`config.mk`:
```
export PLATFORM = sky130hd
export DESIGN_NAME = uart_rx_framer_flat
export DESIGN_NICKNAME = d
export VERILOG_FILES = /design/src/rtl/uart_rx_framer_if.sv /design/src/rtl/uart_rx_framer.sv /design/src/flat_wrapper.sv
export SDC_FILE = /design/constraint.sdc
export NUM_CORES = 1
export LEC_CHECK = 0
export ABC_AREA = 0
export BUFFER_PORTS_ARGS = -buffer_cell sky130_fd_sc_hd__buf_2
export CAP_MARGIN = 25
export CORE_ASPECT_RATIO = 1.2
export CORE_MARGIN = 2
export CORE_UTILIZATION = 53
export CTS_BUF_LIST = sky130_fd_sc_hd__clkbuf_4 sky130_fd_sc_hd__clkbuf_8 sky130_fd_sc_hd__clkbuf_16
export CTS_CLUSTER_DIAMETER = 200
export DETAILED_ROUTE_END_ITERATION = 16
export HOLD_SLACK_MARGIN = 0.15
export PLACE_DENSITY = 0.75
export SKIP_CTS_REPAIR_TIMING = 1
export SLEW_MARGIN = 25
export SYNTH_ARGS = -nofsm -noshare
export SYNTH_HDL_FRONTEND = slang
export SYNTH_SLANG_ARGS = --single-unit
```
`constraint.sdc`:
```
create_clock -name clk -period 1.8 [get_ports clk]
set_input_delay 0.36 -clock clk [delete_from_list [all_inputs] [get_ports clk]]
set_output_delay 0.36 -clock clk [all_outputs]
set_load 0.02 [all_outputs]
```
`src/rtl/uart_rx_framer_if.sv`:
```
// uart_rx_framer_if: serial line, consumer handshake, error and activity signals of the UART receiver
interface uart_rx_framer_if;
  logic       rx;
  logic       rx_ready;
  logic       err_clr;
  logic [7:0] rx_data;
  logic       rx_valid;
  logic       frame_err;
  logic       overrun;
  logic       heard_bit_out;
`ifdef UART_RX_PARITY_EN
  logic       parity_err;
`endif
  modport master (
    input  rx, rx_ready, err_clr,
`ifdef UART_RX_PARITY_EN
    output parity_err,
`endif
    output rx_data, rx_valid, frame_err, overrun, heard_bit_out
  );
  modport slave (
    output rx, rx_ready, err_clr,
`ifdef UART_RX_PARITY_EN
    input  parity_err,
`endif
    input  rx_data, rx_valid, frame_err, overrun, heard_bit_out
  );
endinterface

```
`src/rtl/uart_rx_framer.sv`:
```
// uart_rx_framer: 8N1 UART receiver with one-byte holding register and sticky errors; UART_RX_PARITY_EN adds even parity
module uart_rx_framer #(
  parameter int CLKS_PER_BIT = 87,
  localparam int CNT_W = $clog2(CLKS_PER_BIT)
) (
  input logic clk,
  input logic reset,
  uart_rx_framer_if.master bus
);
  localparam logic [CNT_W-1:0] T_HALF = CNT_W'((CLKS_PER_BIT - 1) / 2);
  localparam logic [CNT_W-1:0] T_FULL = CNT_W'(CLKS_PER_BIT - 1);
  typedef enum logic [2:0] {
    IDLE,
    START,
    DATA,
`ifdef UART_RX_PARITY_EN
    PARITY,
`endif
    STOP,
    BREAK
  } state_t;
  state_t state_q, state_d;
  logic [1:0] sync_q;
  logic rx_s, tick_half, tick_full, good;
  logic [CNT_W-1:0] timer_q, timer_d;
  logic [2:0] idx_q, idx_d;
  logic [7:0] shift_q, shift_d;
  logic deliver_q, deliver_d, ferr_set;
  logic [7:0] data_q;
  logic valid_q, ferr_q, ovr_q, heard_q;
`ifdef UART_RX_PARITY_EN
  logic par_bad_q, par_bad_d, perr_set, perr_q;
  assign good = !par_bad_q;
  assign bus.parity_err = perr_q;
`else
  assign good = 1'b1;
`endif
  assign rx_s = sync_q[1];
  assign tick_half = timer_q == T_HALF;
  assign tick_full = timer_q == T_FULL;
  assign bus.rx_data = data_q;
  assign bus.rx_valid = valid_q;
  assign bus.frame_err = ferr_q;
  assign bus.overrun = ovr_q;
  assign bus.heard_bit_out = heard_q;
  // Frame sequencing: next state, bit timer, bit index, shift register and delivery request
  always_comb begin
    state_d = state_q;
    timer_d = timer_q;
    idx_d = idx_q;
    shift_d = shift_q;
    deliver_d = 1'b0;
    ferr_set = 1'b0;
`ifdef UART_RX_PARITY_EN
    par_bad_d = par_bad_q;
    perr_set = 1'b0;
`endif
    unique case (state_q)
      IDLE: begin
        state_d = rx_s ? IDLE : START;
        timer_d = '0;
      end
      START: begin
        timer_d = tick_half ? '0 : timer_q + CNT_W'(1);
        idx_d = '0;
        state_d = !tick_half ? START : rx_s ? IDLE : DATA;
      end
      DATA: begin
        timer_d = tick_full ? '0 : timer_q + CNT_W'(1);
        if (tick_full) begin
          shift_d = {rx_s, shift_q[7:1]};
          idx_d = idx_q + 3'd1;
`ifdef UART_RX_PARITY_EN
          state_d = (idx_q == 3'd7) ? PARITY : DATA;
`else
          state_d = (idx_q == 3'd7) ? STOP : DATA;
`endif
        end
      end
`ifdef UART_RX_PARITY_EN
      PARITY: begin
        timer_d = tick_full ? '0 : timer_q + CNT_W'(1);
        if (tick_full) begin
          par_bad_d = rx_s != ^shift_q;
          perr_set = rx_s != ^shift_q;
          state_d = STOP;
        end
      end
`endif
      STOP: begin
        timer_d = tick_full ? '0 : timer_q + CNT_W'(1);
        if (tick_full) begin
          deliver_d = rx_s & good;
          ferr_set = !rx_s;
          state_d = rx_s ? IDLE : BREAK;
        end
      end
      BREAK: state_d = rx_s ? IDLE : BREAK;
      default: state_d = IDLE;
    endcase
  end
  // Receiver state register; reset abandons any partial frame
  always_ff @(posedge clk) begin
    if (reset) begin
      state_q <= IDLE;
      timer_q <= '0;
      idx_q <= '0;
      shift_q <= '0;
      deliver_q <= 1'b0;
`ifdef UART_RX_PARITY_EN
      par_bad_q <= 1'b0;
`endif
    end else begin
      state_q <= state_d;
      timer_q <= timer_d;
      idx_q <= idx_d;
      shift_q <= shift_d;
      deliver_q <= deliver_d;
`ifdef UART_RX_PARITY_EN
      par_bad_q <= par_bad_d;
`endif
    end
  end
  // Line synchroniser, holding register handshake and sticky error flags (a new error beats err_clr)
  always_ff @(posedge clk) begin
    if (reset) begin
      sync_q <= 2'b11;
      data_q <= '0;
      valid_q <= 1'b0;
      ferr_q <= 1'b0;
      ovr_q <= 1'b0;
      heard_q <= 1'b0;
`ifdef UART_RX_PARITY_EN
      perr_q <= 1'b0;
`endif
    end else begin
      sync_q <= {sync_q[0], bus.rx};
      if (deliver_q && (!valid_q || bus.rx_ready)) begin
        data_q <= shift_q;
        valid_q <= 1'b1;
        heard_q <= ~heard_q;
      end else if (bus.rx_ready) begin
        valid_q <= 1'b0;
      end
      ferr_q <= ferr_set | (ferr_q & ~bus.err_clr);
      ovr_q <= (deliver_q & valid_q & ~bus.rx_ready) | (ovr_q & ~bus.err_clr);
`ifdef UART_RX_PARITY_EN
      perr_q <= perr_set | (perr_q & ~bus.err_clr);
`endif
    end
  end
endmodule

```
`src/flat_wrapper.sv`:
```
// flat-port wrapper written by rule: the top's interface ports become plain ports
module uart_rx_framer_flat 
#(
  parameter int CLKS_PER_BIT = 87,
  localparam int CNT_W = $clog2(CLKS_PER_BIT)
)
  (clk, reset, bus_rx, bus_rx_ready, bus_err_clr, bus_rx_data, bus_rx_valid, bus_frame_err, bus_overrun, bus_heard_bit_out);
  uart_rx_framer_if bus_i ();
  input logic clk;
  input logic reset;
  input wire logic [$bits(bus_i.rx)-1:0] bus_rx;
  input wire logic [$bits(bus_i.rx_ready)-1:0] bus_rx_ready;
  input wire logic [$bits(bus_i.err_clr)-1:0] bus_err_clr;
  output wire logic [$bits(bus_i.rx_data)-1:0] bus_rx_data;
  output wire logic [$bits(bus_i.rx_valid)-1:0] bus_rx_valid;
  output wire logic [$bits(bus_i.frame_err)-1:0] bus_frame_err;
  output wire logic [$bits(bus_i.overrun)-1:0] bus_overrun;
  output wire logic [$bits(bus_i.heard_bit_out)-1:0] bus_heard_bit_out;
  assign bus_i.rx = bus_rx;
  assign bus_i.rx_ready = bus_rx_ready;
  assign bus_i.err_clr = bus_err_clr;
  assign bus_rx_data = bus_i.rx_data;
  assign bus_rx_valid = bus_i.rx_valid;
  assign bus_frame_err = bus_i.frame_err;
  assign bus_overrun = bus_i.overrun;
  assign bus_heard_bit_out = bus_i.heard_bit_out;
  uart_rx_framer #(.CLKS_PER_BIT(CLKS_PER_BIT)) u_core (.clk(clk), .reset(reset), .bus(bus_i));
endmodule
```
==> metrics.log <==
[metrics] run status: finished, final reports clean
[metrics] count of final max-slew check failures: 0
[metrics] number of distinct standard cells referenced by the synthesized netlist: 44
[metrics] die area: 3470 um^2
[metrics] routed wire length: 2970 um
[metrics] power after layout: 1.31 mW
[metrics] synthesized net count: 182
[metrics] maximum root-to-sink buffer count: 2
[metrics] worst setup path startpoint: u_core.timer_q[0]$_SDFFE_PP0P_
[metrics] main area contributors after synthesis: sky130_fd_sc_hd__dfxtp_1 45%, sky130_fd_sc_hd__mux2i_1 10%, sky130_fd_sc_hd__nor2_1 6.6%, sky130_fd_sc_hd__ha_1 3.1%, sky130_fd_sc_hd__nand3_1 2.5%
[metrics] path category of the worst min-delay check: in2reg
[metrics] root buf cell: sky130_fd_sc_hd__clkbuf_4
[metrics] count of unresolved DRC violations after routing: 0
[metrics] RSZ-0062 raised after global routing: false
[metrics] Net count, final: 204
[metrics] worst-path cell with the longest stage delay: sky130_fd_sc_hd__dfxtp_1
[metrics] max cap viols: 0
[metrics] TritonCTS clock tree: done
[metrics] Layout Area Growth over Synthesis: 13.9%
[metrics] H-tree levels: 2
[metrics] async set-or-reset flop fraction in the synthesized netlist: 0
[metrics] antenna violations before repair: 0
[metrics] number of enable flip-flop cells after synthesis: 0
[metrics] number of clock buffers inserted by TritonCTS: 5
[metrics] reg2reg path depth: 7
[metrics] first-pass GRT wire length: 4970 um
[metrics] Critical Setup Path Class: reg2reg
[metrics] register-to-register setup slack: 0.13 ns
[metrics] via-per-instance ratio: 5.65
[metrics] startpoint type of the worst setup path: register
[metrics] via total after detailed routing: 1299
[metrics] detailed router's first-iteration violation count: 39
[metrics] uppermost routed layer: met4
[metrics] horizontal die dimension: 54.1 um
[metrics] Seq cells post-synth: 36
[metrics] Core Area: 2840 um^2
[metrics] wire length on met2: 1430 um
[metrics] worst path cell trace: inv_1 -> ha_1 -> and4bb_4 -> and4b_4 -> buf_12 -> mux2i_1 -> nor2_1
[metrics] R2R Path End: u_core.shift_q[5]$_SDFFE_PP0P_
[metrics] Yosys top cell area share: 0.451
[metrics] peak supply drop: 0.709 mV
[metrics] total negative slack: 0 ns
[metrics] PD cells: 723 nW/um^2
[metrics] grt total ovfl: 0
[metrics] Fillers: 252
[metrics] FF-to-FF Start: u_core.timer_q[0]$_SDFFE_PP0P_
[metrics] minimum clock period: 1.67 ns
[metrics] CP peak stage delay: 0.36 ns
[metrics] warning count from the yosys run: 0
[metrics] total count of hold-check failures in the final report: 0
[metrics] starting density of the core: 0.563
[metrics] met1 wire length: 1340 um
[metrics] Worst-path clk slew: 0.11 ns
[metrics] number of optimization iterations in the first detailed-route pass: 4
[metrics] via count of the first global-routing pass: 1197
[metrics] Worst Setup EP: u_core.shift_q[5]$_SDFFE_PP0P_
[metrics] beginning of the worst hold path: bus_rx
[metrics] P_leak: 0.760 nW
[metrics] met3 routed WL: 153 um
[metrics] antenna diode instance count: 0
[metrics] maximum clock frequency: 599 MHz
[metrics] Global Route Usage Sum: 0.195
[metrics] number of instances in the synthesized netlist: 173
[metrics] part of the Yosys area used for sequential elements: 0.451
[metrics] number of port buffers: 16
[metrics] RD Place Congestion: 0.861
[metrics] HPWL after detailed placement: 2150 um
[metrics] total of endpoints with negative setup slack in the final report: 0
[metrics] transition time at the pin with the least slew margin: 0.446 ns
[metrics] post-synth design cell area: 1600 um^2
[metrics] I/O pin cnt: 17
[metrics] ANT nets after route: 0
[metrics] pin count of the biggest net entering global routing: 21
[metrics] most used flip-flop cell after synthesis: sky130_fd_sc_hd__dfxtp_1
[metrics] WL/cell: 12.9 um
[metrics] share of the clock period used by the worst path: 0.927
[metrics] Post-Syn Area per Cell: 9.23 um^2
[metrics] CTS sink cnt: 36
[metrics] worst clock skew: 0.0128 ns
[metrics] Chip Height: 64.1 um
[metrics] endpoint type of the worst setup path: register
[metrics] required time of the worst setup path: 2.03 ns
[metrics] Relative slew margins: 0.699
[metrics] signal arrival time at the worst endpoint: 1.90 ns
[metrics] clock latency of the later-clocked register in the worst-skew pair: 0.33 ns
[metrics] row count: 21
[metrics] largest area contributor in the netlist: sky130_fd_sc_hd__dfxtp_1
[metrics] fraction of layout cells with a size suffix above 1: 0.219
[metrics] largest driver fanout on the critical path: 8
-- worst max-delay path, delay by kind of cell (launching register included) --
kind                     cells  cell delay (ns)
AND/OR/NAND/NOR              3             0.64
flip-flops                   1             0.36
buffers and inverters        2             0.22
multiplexers                 1             0.19
adder cells (fa/ha/maj)      1             0.14
-- cells in the mapped netlist, drive strengths merged, types with 3 or more instances --
library cell / count
a21oi: 5
a31oi: 3
buf: 7
clkbuf: 4
dfxtp: 36
ha: 4
inv: 7
mux2i: 16
nand2: 7
nand3: 8
nor2: 28
nor3: 6
o2111ai: 3
o21ai: 8
or2: 3
-- cells in the final DEF (no fill, tap or decap), drive strengths merged, types with 2 or more instances in the layout --
cell type | synthesis | routed
nand4 | 2 | 2
a311oi | 2 | 2
buf | 7 | 26
a21oi | 5 | 5
o21ai | 8 | 8
nand3 | 8 | 8
mux2i | 16 | 16
o2111ai | 3 | 3
dfxtp | 36 | 36
nor3 | 6 | 6
clkbuf | 4 | 7
ha | 4 | 4
nand2 | 7 | 7
inv | 7 | 7
or2 | 3 | 3
and3 | 2 | 2
nor2b | 2 | 2
nand2b | 2 | 2
a31oi | 3 | 3
nor2 | 28 | 28
-- cell type report --
| type | instances | area, um^2 | area share |
|---|---|---|---|
| Clock buffer | 7 | 58.8 | 0.0323 |
| Clock inverter | 1 | 7.51 | 0.00413 |
| Sequential cell | 36 | 721 | 0.396 |
| Tap cell | 34 | 42.5 | 0.0234 |
| Inverter | 7 | 26.3 | 0.0145 |
| Timing Repair Buffer | 26 | 168 | 0.0922 |
| Multi-Input combinational cell | 119 | 795 | 0.437 |
-- registers in the layout (all words and copies together) (netlist names) --
name and flops:
u_core.bus.rx_valid 1, u_core.timer_q 7, u_core.state_q 3, u_core.deliver_q 1
u_core.bus.rx_data 8, u_core.sync_q 2, u_core.bus.heard_bit_out 1, u_core.idx_q 3
u_core.shift_q 8, u_core.bus.frame_err 1, u_core.bus.overrun 1
-- kinds of logic after synthesis --
logic type	Yosys count	synth area share
XOR/XNOR	2	0.0110
buffers and inverters	18	0.0572
adder cells (fa/ha/maj)	4	0.0313
AND/OR/NAND/NOR	67	0.209
flip-flops	36	0.451
AO/OA/AOI/OAI	29	0.132
multiplexers	17	0.107
-- how the worst min path moves through the flow --
stage	depth (start not counted)	end
4_1_cts	2	u_core.sync_q[0]$_SDFF_PP1_
3_5_place_dp	1	u_core.sync_q[1]$_SDFF_PP1_
2_1_floorplan	1	u_core.sync_q[1]$_SDFF_PP1_
5_1_grt	2	u_core.sync_q[0]$_SDFF_PP1_
6_report	2	u_core.sync_q[0]$_SDFF_PP1_
3_3_place_gp	1	u_core.sync_q[1]$_SDFF_PP1_
-- per-stage QoR --
| stage | cell area, um^2 | setup WS (ns) | util | cells | hold slack [ns] |
|---|---|---|---|---|---|
| after floorplan | 1600 | 0.183 | - | 173 | 0.389 |
| after global placement | 1740 | 0.110 | 0.614 | 222 | 0.399 |
| after detailed placement | 1740 | 0.0488 | 0.614 | 222 | 0.406 |
| after CTS | 1810 | 0.0255 | 0.637 | 230 | 0.195 |
| after global routing | 1820 | 0.0343 | 0.641 | 230 | 0.173 |
| final | 1820 | 0.131 | 0.641 | 230 | 0.207 |
-- per-layer routing --
metal | global-route usage | up-vias
met5 | 0 | -
met4 | 0.0656 | 0
met3 | 0.0771 | 4
met2 | 0.317 | 36
met1 | 0.227 | 607
li1 | - | 652
-- where the power goes --
part	switching (mW)	total [mW]	internal [mW]
registers	0.00349	0.804	0.800
logic	0.0302	0.0468	0.0166
clock network	0.257	0.463	0.206
total	0.291	1.31	1.02
No activity file was read; power rests on OpenSTA's default activity.
